<file path="src/rtl/regfile_access_ctrl.sv">
// regfile_access_ctrl: command-driven initiator for the 32x32 MIPS register file.
// Sequences read port 1 and the write port for single read/write, full dump and
// clear commands, and returns results over a valid/ready response channel.
module regfile_access_ctrl #(
    parameter int unsigned WIDTH     = 32,
    parameter int unsigned ADDR_BITS = 5
) (
    input  logic                 Clk,
    input  logic                 ResetN,
    input  logic                 CmdValid,
    output logic                 CmdReady,
    input  logic [1:0]           CmdOp,
    input  logic [ADDR_BITS-1:0] CmdAddr,
    input  logic [WIDTH-1:0]     CmdData,
    output logic                 RspValid,
    input  logic                 RspReady,
    output logic [ADDR_BITS-1:0] RspAddr,
    output logic [WIDTH-1:0]     RspData,
    output logic                 RspLast,
    output logic [ADDR_BITS-1:0] ReadRegister1,
    input  logic [WIDTH-1:0]     ReadData1,
    output logic [ADDR_BITS-1:0] WriteRegister,
    output logic [WIDTH-1:0]     WriteData,
    output logic                 RegWrite
);

    localparam logic [1:0] OP_READ  = 2'b00;
    localparam logic [1:0] OP_WRITE = 2'b01;
    localparam logic [1:0] OP_DUMP  = 2'b10;
    localparam logic [1:0] OP_CLEAR = 2'b11;

    localparam logic [ADDR_BITS-1:0] LAST_IDX = '1;
    localparam logic [ADDR_BITS-1:0] ONE_IDX  = ADDR_BITS'(1);

    typedef enum logic [2:0] {
        ST_IDLE,
        ST_READ,
        ST_WRITE,
        ST_DUMP,
        ST_CLEAR,
        ST_RESP
    } state_t;

    state_t                 state_q;
    logic [1:0]             op_q;
    logic [ADDR_BITS-1:0]   addr_q;
    logic [WIDTH-1:0]       data_q;
    logic [ADDR_BITS-1:0]   index_q;
    logic [ADDR_BITS-1:0]   rsp_addr_q;
    logic [WIDTH-1:0]       rsp_data_q;
    logic                   rsp_last_q;

    // Command sequencer: latches the command, walks the index and captures response beats.
    always_ff @(posedge Clk) begin
        if (!ResetN) begin
            state_q    <= ST_IDLE;
            op_q       <= '0;
            addr_q     <= '0;
            data_q     <= '0;
            index_q    <= '0;
            rsp_addr_q <= '0;
            rsp_data_q <= '0;
            rsp_last_q <= 1'b0;
        end else begin
            case (state_q)
                ST_IDLE: begin
                    if (CmdValid) begin
                        op_q   <= CmdOp;
                        addr_q <= CmdAddr;
                        data_q <= CmdData;
                        case (CmdOp)
                            OP_READ: state_q <= ST_READ;
                            OP_WRITE: state_q <= ST_WRITE;
                            OP_DUMP: begin
                                index_q <= '0;
                                state_q <= ST_DUMP;
                            end
                            default: begin
                                index_q <= ONE_IDX;
                                state_q <= ST_CLEAR;
                            end
                        endcase
                    end
                end
                ST_READ: begin
                    rsp_data_q <= ReadData1;
                    rsp_addr_q <= addr_q;
                    rsp_last_q <= 1'b1;
                    state_q    <= ST_RESP;
                end
                ST_WRITE: begin
                    rsp_data_q <= data_q;
                    rsp_addr_q <= addr_q;
                    rsp_last_q <= 1'b1;
                    state_q    <= ST_RESP;
                end
                ST_DUMP: begin
                    rsp_data_q <= ReadData1;
                    rsp_addr_q <= index_q;
                    rsp_last_q <= (index_q == LAST_IDX);
                    state_q    <= ST_RESP;
                end
                ST_CLEAR: begin
                    // Terminate on the last index before incrementing so the index never wraps.
                    if (index_q == LAST_IDX) begin
                        rsp_data_q <= WIDTH'(LAST_IDX);
                        rsp_addr_q <= LAST_IDX;
                        rsp_last_q <= 1'b1;
                        state_q    <= ST_RESP;
                    end else begin
                        index_q <= index_q + ONE_IDX;
                    end
                end
                ST_RESP: begin
                    if (RspReady) begin
                        if (op_q == OP_DUMP && !rsp_last_q) begin
                            index_q <= index_q + ONE_IDX;
                            state_q <= ST_DUMP;
                        end else begin
                            state_q <= ST_IDLE;
                        end
                    end
                end
                default: state_q <= ST_IDLE;
            endcase
        end
    end

    assign CmdReady = (state_q == ST_IDLE);
    assign RspValid = (state_q == ST_RESP);
    assign RspAddr  = rsp_addr_q;
    assign RspData  = rsp_data_q;
    assign RspLast  = rsp_last_q;

    // Register-file port decode; the write port is gated off while reset is asserted.
    always_comb begin
        ReadRegister1 = '0;
        WriteRegister = '0;
        WriteData     = '0;
        RegWrite      = 1'b0;
        case (state_q)
            ST_READ: ReadRegister1 = addr_q;
            ST_DUMP: ReadRegister1 = index_q;
            ST_WRITE: begin
                if (ResetN) begin
                    RegWrite      = 1'b1;
                    WriteRegister = addr_q;
                    WriteData     = data_q;
                end
            end
            ST_CLEAR: begin
                if (ResetN) begin
                    RegWrite      = 1'b1;
                    WriteRegister = index_q;
                end
            end
            default: ;
        endcase
    end

endmodule

</file>
<file path="config.mk">
export PLATFORM = sky130hd
export DESIGN_NAME = regfile_access_ctrl
export DESIGN_NICKNAME = d
export VERILOG_FILES = /design/src/rtl/regfile_access_ctrl.sv
export SDC_FILE = /design/constraint.sdc
export NUM_CORES = 1
export LEC_CHECK = 0
export CAP_MARGIN = 5
export CORE_ASPECT_RATIO = 0.7
export CORE_MARGIN = 5
export CORE_UTILIZATION = 55
export CTS_CLUSTER_DIAMETER = 80
export DETAILED_ROUTE_END_ITERATION = 10
export DONT_BUFFER_PORTS = 1
export GPL_ROUTABILITY_DRIVEN = 0
export HOLD_SLACK_MARGIN = 0.03
export MAX_ROUTING_LAYER = met4
export PLACE_DENSITY = 0.76
export SKIP_CTS_REPAIR_TIMING = 1
export SYNTH_ARGS = -nofsm -noshare
export SYNTH_HDL_FRONTEND = slang
export SYNTH_SLANG_ARGS = --single-unit
</file>
<file path="constraint.sdc">
create_clock -name Clk -period 2.3 [get_ports Clk]
set_input_delay 0.46 -clock Clk [delete_from_list [all_inputs] [get_ports Clk]]
set_output_delay 0.46 -clock Clk [all_outputs]
set_load 0.01 [all_outputs]
</file>
# After elaboration in Yosys (flattened, before gate mapping)
# Index checks and enable logic that the tools add are counted.
[word_totals]
reg_bits = 85
[op_classes]
muxes = 26
add_sub_neg = 1
n_eq_ne = 15
n_reduce_logical = 17
[ops]
columns = ["cell", "count"]
rows = [
  ["$mux 32", 3],
  ["$pmux 32 s3", 1],
  ["$mux 5", 7],
  ["$pmux 5 s2", 3],
  ["$pmux 5 s3", 2],
  ["$pmux 3 s4", 1],
  ["$mux 3", 3],
  ["$pmux 3 s3", 1],
  ["$reduce_bool 3->1", 3],
  ["$ne 2x2->1 const B", 4],
  ["$reduce_or 2->1", 4],
  ["$eq 3x2->1 const B", 2],
  ["$eq 3x3->1 const B", 2],
  ["$reduce_and 2->1", 3],
  ["$reduce_and 6->1", 1],
  ["$add 5x1->5 const B", 1],
  ["$eq 5x5->1 const B", 1],
  ["$eq 2x2->1 const B", 2],
  ["$ne 2x1->1 const B", 2],
  ["$eq 3x1->1 const B", 1],
  ["$logic_not 3->1", 1],
  ["$mux 1", 3],
  ["$pmux 1 s3", 1],
  ["$reduce_and 3->1", 1],
  ["6 further kinds", 6],
]

# Longest topological paths before layout
[depth]
ltp_word = 5
mapped_depth = 9
depth_no_buf = 7

# Worst setup path after synthesis
# No wires, ideal clock.
[synth_timing]
path_kind = "register to register"
start = "reg index_q[0]"
end = "reg index_q[3]"
n_path_buf = 0
stages_incl_launch_ff = 8
period_less_slack_ns = 1.933
setup_slack_ns = 0.367
arrival_ns = 1.863
path_cell_list = "dfxtp_1 > ha_1 > and3_1 > ha_1 > and2b_1 > o32ai_2 > or4_1 > a21boi_1"
[synth_between]
elab_chain_cells = 4
[synth_lines]
columns = ["item", "line_no", "source"]
rows = [
  ["from (decl)", "48", "logic [ADDR_BITS-1:0] index_q;"],
  ["from (signal assigned)", "111", "index_q <= index_q + ONE_IDX;"],
  ["from (signal assigned)", "117", "index_q <= index_q + ONE_IDX;"],
  ["$add 5x1->5", "111, 117", ""],
  ["$mux 5", "116", "if (op_q == OP_DUMP && !rsp_last_q) begin"],
  ["$mux 5", "115", "if (RspReady) begin"],
  ["$pmux 5 s3", "65", "case (state_q)"],
]
# Several ways; a longest one is shown, not always the timed one. The select of a mux whose other input is x is not followed.
# A chain may end at the register's enable or synchronous reset.

# Final worst setup path
[layout_timing]
start = "reg state_q[1]"
end = "out WriteRegister[1]"
[layout_between]
elab_chain_cells = 2
[layout_lines]
columns = ["item", "line_no", "source"]
rows = [
  ["from (decl)", "44", "state_t state_q;"],
  ["from (signal assigned)", "56", "state_q <= ST_IDLE;"],
  ["from (signal assigned)", "72", "OP_READ: state_q <= ST_READ;"],
  ["from (signal assigned)", "73", "OP_WRITE: state_q <= ST_WRITE;"],
  ["$eq 3x3->1 or $eq 3x2->1 (tied branches)", "141", "case (state_q)"],
  ["$pmux 5 s2 (*)", "141", ""],
  ["to (decl)", "22", "output logic [ADDR_BITS-1:0] WriteRegister,"],
]
# Every way passes the cells marked *; elsewhere a longest branch is shown, timed or not.

==> key figures <==
STA
  – Tcrit/Tclk final: 94.1%
  – Max Clock Freq: 462 MHz
  – Layout Skew: 0.0112 ns
  – Hold Fails Final Rpt: 0
  – Slew margin rel.: 66.0%
  – TNS Setup: 0 ns
  – Slew at the pin with the worst max-slew slack: 0.509 ns
  – Tmin final: 2.16 ns
  – Setup violators final: 0
  – RSZ-0062 raised after global routing: false
  – Fin. max-slew vios: 0

Setup path
  – Worst EP required: 1.84 ns
  – R2R Path Start: index_q[0]$_SDFFE_PN0P_
  – R2r endpoint: index_q[3]$_SDFFE_PN0P_
  – Path depth of the worst reg2reg path: 7
  – Worst Path Max Fanout: 12
  – Crit end category: output port
  – Crit path kind: flop to output port
  – Crit path launch: state_q[1]$_SDFFE_PN0P_
  – FF-to-FF setup slack: 0.15 ns
  – Critical Path AT: 1.70 ns
  – Crit start category: flop

Synth
  – Cell count after synthesis: 495
  – Most numerous cell in the Yosys netlist: nand2_1
  – Number of flops mapped to enable cells by yosys: 0
  – Largest cells by area after synthesis: dfxtp_1 (42%), nand2_1 (8.1%), a21boi_0 (7.0%)
  – Mapped cell area: 4050 um2
  – Cell taking the most area after synthesis: dfxtp_1
  – Post-Syn Area per Cell: 8.18 um2
  – Predominant post-synthesis flop cell: dfxtp_1
  – #FFs+latches synth: 85
  – Distinct cells, synth: 47
  – Syn_nets: 576
  – Async S/R FF share, synth: 0%
  – Synth top area share: 42.0%
  – YS warnings: 0
  – Most frequent cells after synthesis: nand2_1 (87), dfxtp_1 (85), o21ai_0 (39), a21boi_0 (38), a21oi_1 (38)
  – Share of the yosys chip area belonging to registers: 42.0%

Pwr
  – Max IR drop VDD: 542 uV
  – Leakage: 1.59 nW
  – Pwr/cell area: 1270 nW/um2

Layout
  – Final net count: 561
  – Reg area: 1700 um2
  – Layout fillers: 665
  – Antenna cells: 0
  – Synth-to-layout area growth: 7.14%
  – Area of the multi-input gates: 2130 um2
  – Post-route cell area: 4340 um2
  – Layout cells sized above 1: 8.88%

Clock network
  – Clk_lat worst skew: 0.35 ns
  – Num CTS Buffers: 9
  – H-tree levels: 3
  – Root Buffer: clkbuf_8
  – Clk pin slew, worst setup/hold paths: 0.08 ns
  – TritonCTS clock tree: built
  – Clk buf depth: 2
  – Clock Sink Count: 85

Routing
  – Met3 WL: 1080 um
  – Total number of vias: 3560
  – Vias per Instance: 6.12
  – Uppermost layer routed: met4
  – Detailed Route Iter0 Violations: 359
  – DRC viols: 0
  – WL final: 11500 um
  – Met2 routed wirelength: 5190 um
  – Met1 wire length: 5140 um
  – Final ANT Viol Nets: 0
  – Drt pass-1 iters: 5
  – Drt wl/cell: 19.8 um

Floorplanning
  – Top Ports: 158
  – Core area: 7220 um2
  – # rows: 26
  – Die span in x: 113 um
  – Total Die Area: 9200 um2
  – Initial Util: 56.0%
  – Die Height: 81.8 um

Worst hold path
  – Worst hold path class: input pin to flop
  – Hold Crit Endpoint: data_q[17]$_SDFFE_PN0P_
  – Hold Crit Depth: 2
  – Worst Hold Launch: CmdData[17]

Global routing
  – Initial antenna violation count: 0
  – Largest net degree at the start of global routing: 91
  – Global-route wire length before repair: 17500 um
  – Overall global routing resource usage: 24.6%
  – Vias in the first global route: 3235
  – Total grt overflow: 0

Placed design
  – Placed Area: 4130 um2
  – Post-DP HPWL: 8080 um
  – Count of input and output buffers: 0

Run
  – # Max-Cap Violations: 0

Run status
  – Outcome: complete, no violations
[registers in the layout, summed over array words and instances (netlist names)]
name	flops
state_q	3
RspLast	1
addr_q	5
RspAddr	5
data_q	32
index_q	5
RspData	32
op_q	2
[kinds of logic (layout without fill, tap and decap cells)]
| kind of cell | count (synthesis) | after routing | share of synthesized area, % |
|---|---|---|---|
| compound gates | 175 | 175 | 28.7 |
| fa+ha+maj | 6 | 6 | 1.85 |
| buf+inv | 51 | 40 | 5.66 |
| mux | 6 | 6 | 1.48 |
| flops | 85 | 85 | 42.0 |
| xor+xnor | 1 | 1 | 0.216 |
| simple gates | 171 | 171 | 20.1 |
[through the flow]
| stage | utilization [%] | std cells | setup slack [ns] | hold slack (ns) | total power [mW] |
|---|---|---|---|---|---|
| 2_1_floorplan | - | 495 | 0.367 | 0.443 | 3.80 |
| 3_3_place_gp | 57.2 | 567 | 0.280 | 0.454 | 4.34 |
| 3_5_place_dp | 57.2 | 567 | 0.143 | 0.466 | 4.44 |
| 4_1_cts | 59.9 | 582 | 0.000501 | 0.225 | 5.47 |
| 5_1_grt | 60.0 | 582 | 0.00482 | 0.206 | 5.86 |
| 6_report | 60.0 | 582 | 0.135 | 0.239 | 5.49 |
[routing by layer]
| layer | vias up | GRT usage (%) |
|---|---|---|
| li1 | 1692 | - |
| met4 | 0 | 4.20 |
| met2 | 167 | 36.1 |
| met5 | - | - |
| met1 | 1690 | 33.7 |
| met3 | 11 | 7.81 |
[where the power goes]
part / switching (mW) / internal (mW) / total (mW) / leakage [nW]
clock network: 0.535 / 0.500 / 1.04 / 0.0850
logic: 1.33 / 0.823 / 2.15 / 0.806
registers: 0.446 / 1.86 / 2.30 / 0.699
total: 2.31 / 3.18 / 5.49 / 1.59
[worst max-delay path by stage]
stage                                     endpoint  slack (ns)  cells past startpoint
after floorplan            index_q[3]$_SDFFE_PN0P_        0.37                      7
after global placement     index_q[3]$_SDFFE_PN0P_        0.28                      7
after detailed placement   index_q[0]$_SDFFE_PN0P_        0.14                      7
after CTS                         WriteRegister[1]      0.0005                      4
after global routing      RspData[15]$_SDFFE_PN0P_       0.005                      8
final                             WriteRegister[1]        0.14                      4
[cell usage in the layout (no fill, tap or decap), types with 3 or more instances in the layout]
master / instances
mux2i_1: 6
nor2_1: 22
nor3_1: 3
ha_1: 6
nand3_1: 3
a22oi_1: 32
buf_12: 3
nor2b_1: 4
o21bai_1: 3
and2_1: 33
clkbuf_8: 9
a21oi_1: 38
buf_4: 12
o22ai_1: 5
clkinvlp_4: 3
o21ai_0: 39
inv_1: 10
dfxtp_1: 83
nand2_1: 87
a21boi_0: 38
o221a_2: 5
a21boi_1: 4
nand2b_1: 3
[final cells by class]
type | instances | area share (%)
Tap cell | 98 | 2.83
Timing Repair Buffer | 15 | 3.46
Sequential cell | 85 | 39.3
Clock buffer | 10 | 2.94
Inverter | 10 | 0.866
Multi-Input combinational cell | 359 | 49.2
Clock inverter | 5 | 1.41
[critical path, stage by stage, from the launching register on]
cell,delay (ns)
dfxtp_2,0.46
buf_4,0.22
nor2b_1,0.34
a22oi_1,0.12
nor2_1,0.22
No activity file was read; power rests on OpenSTA's default activity.
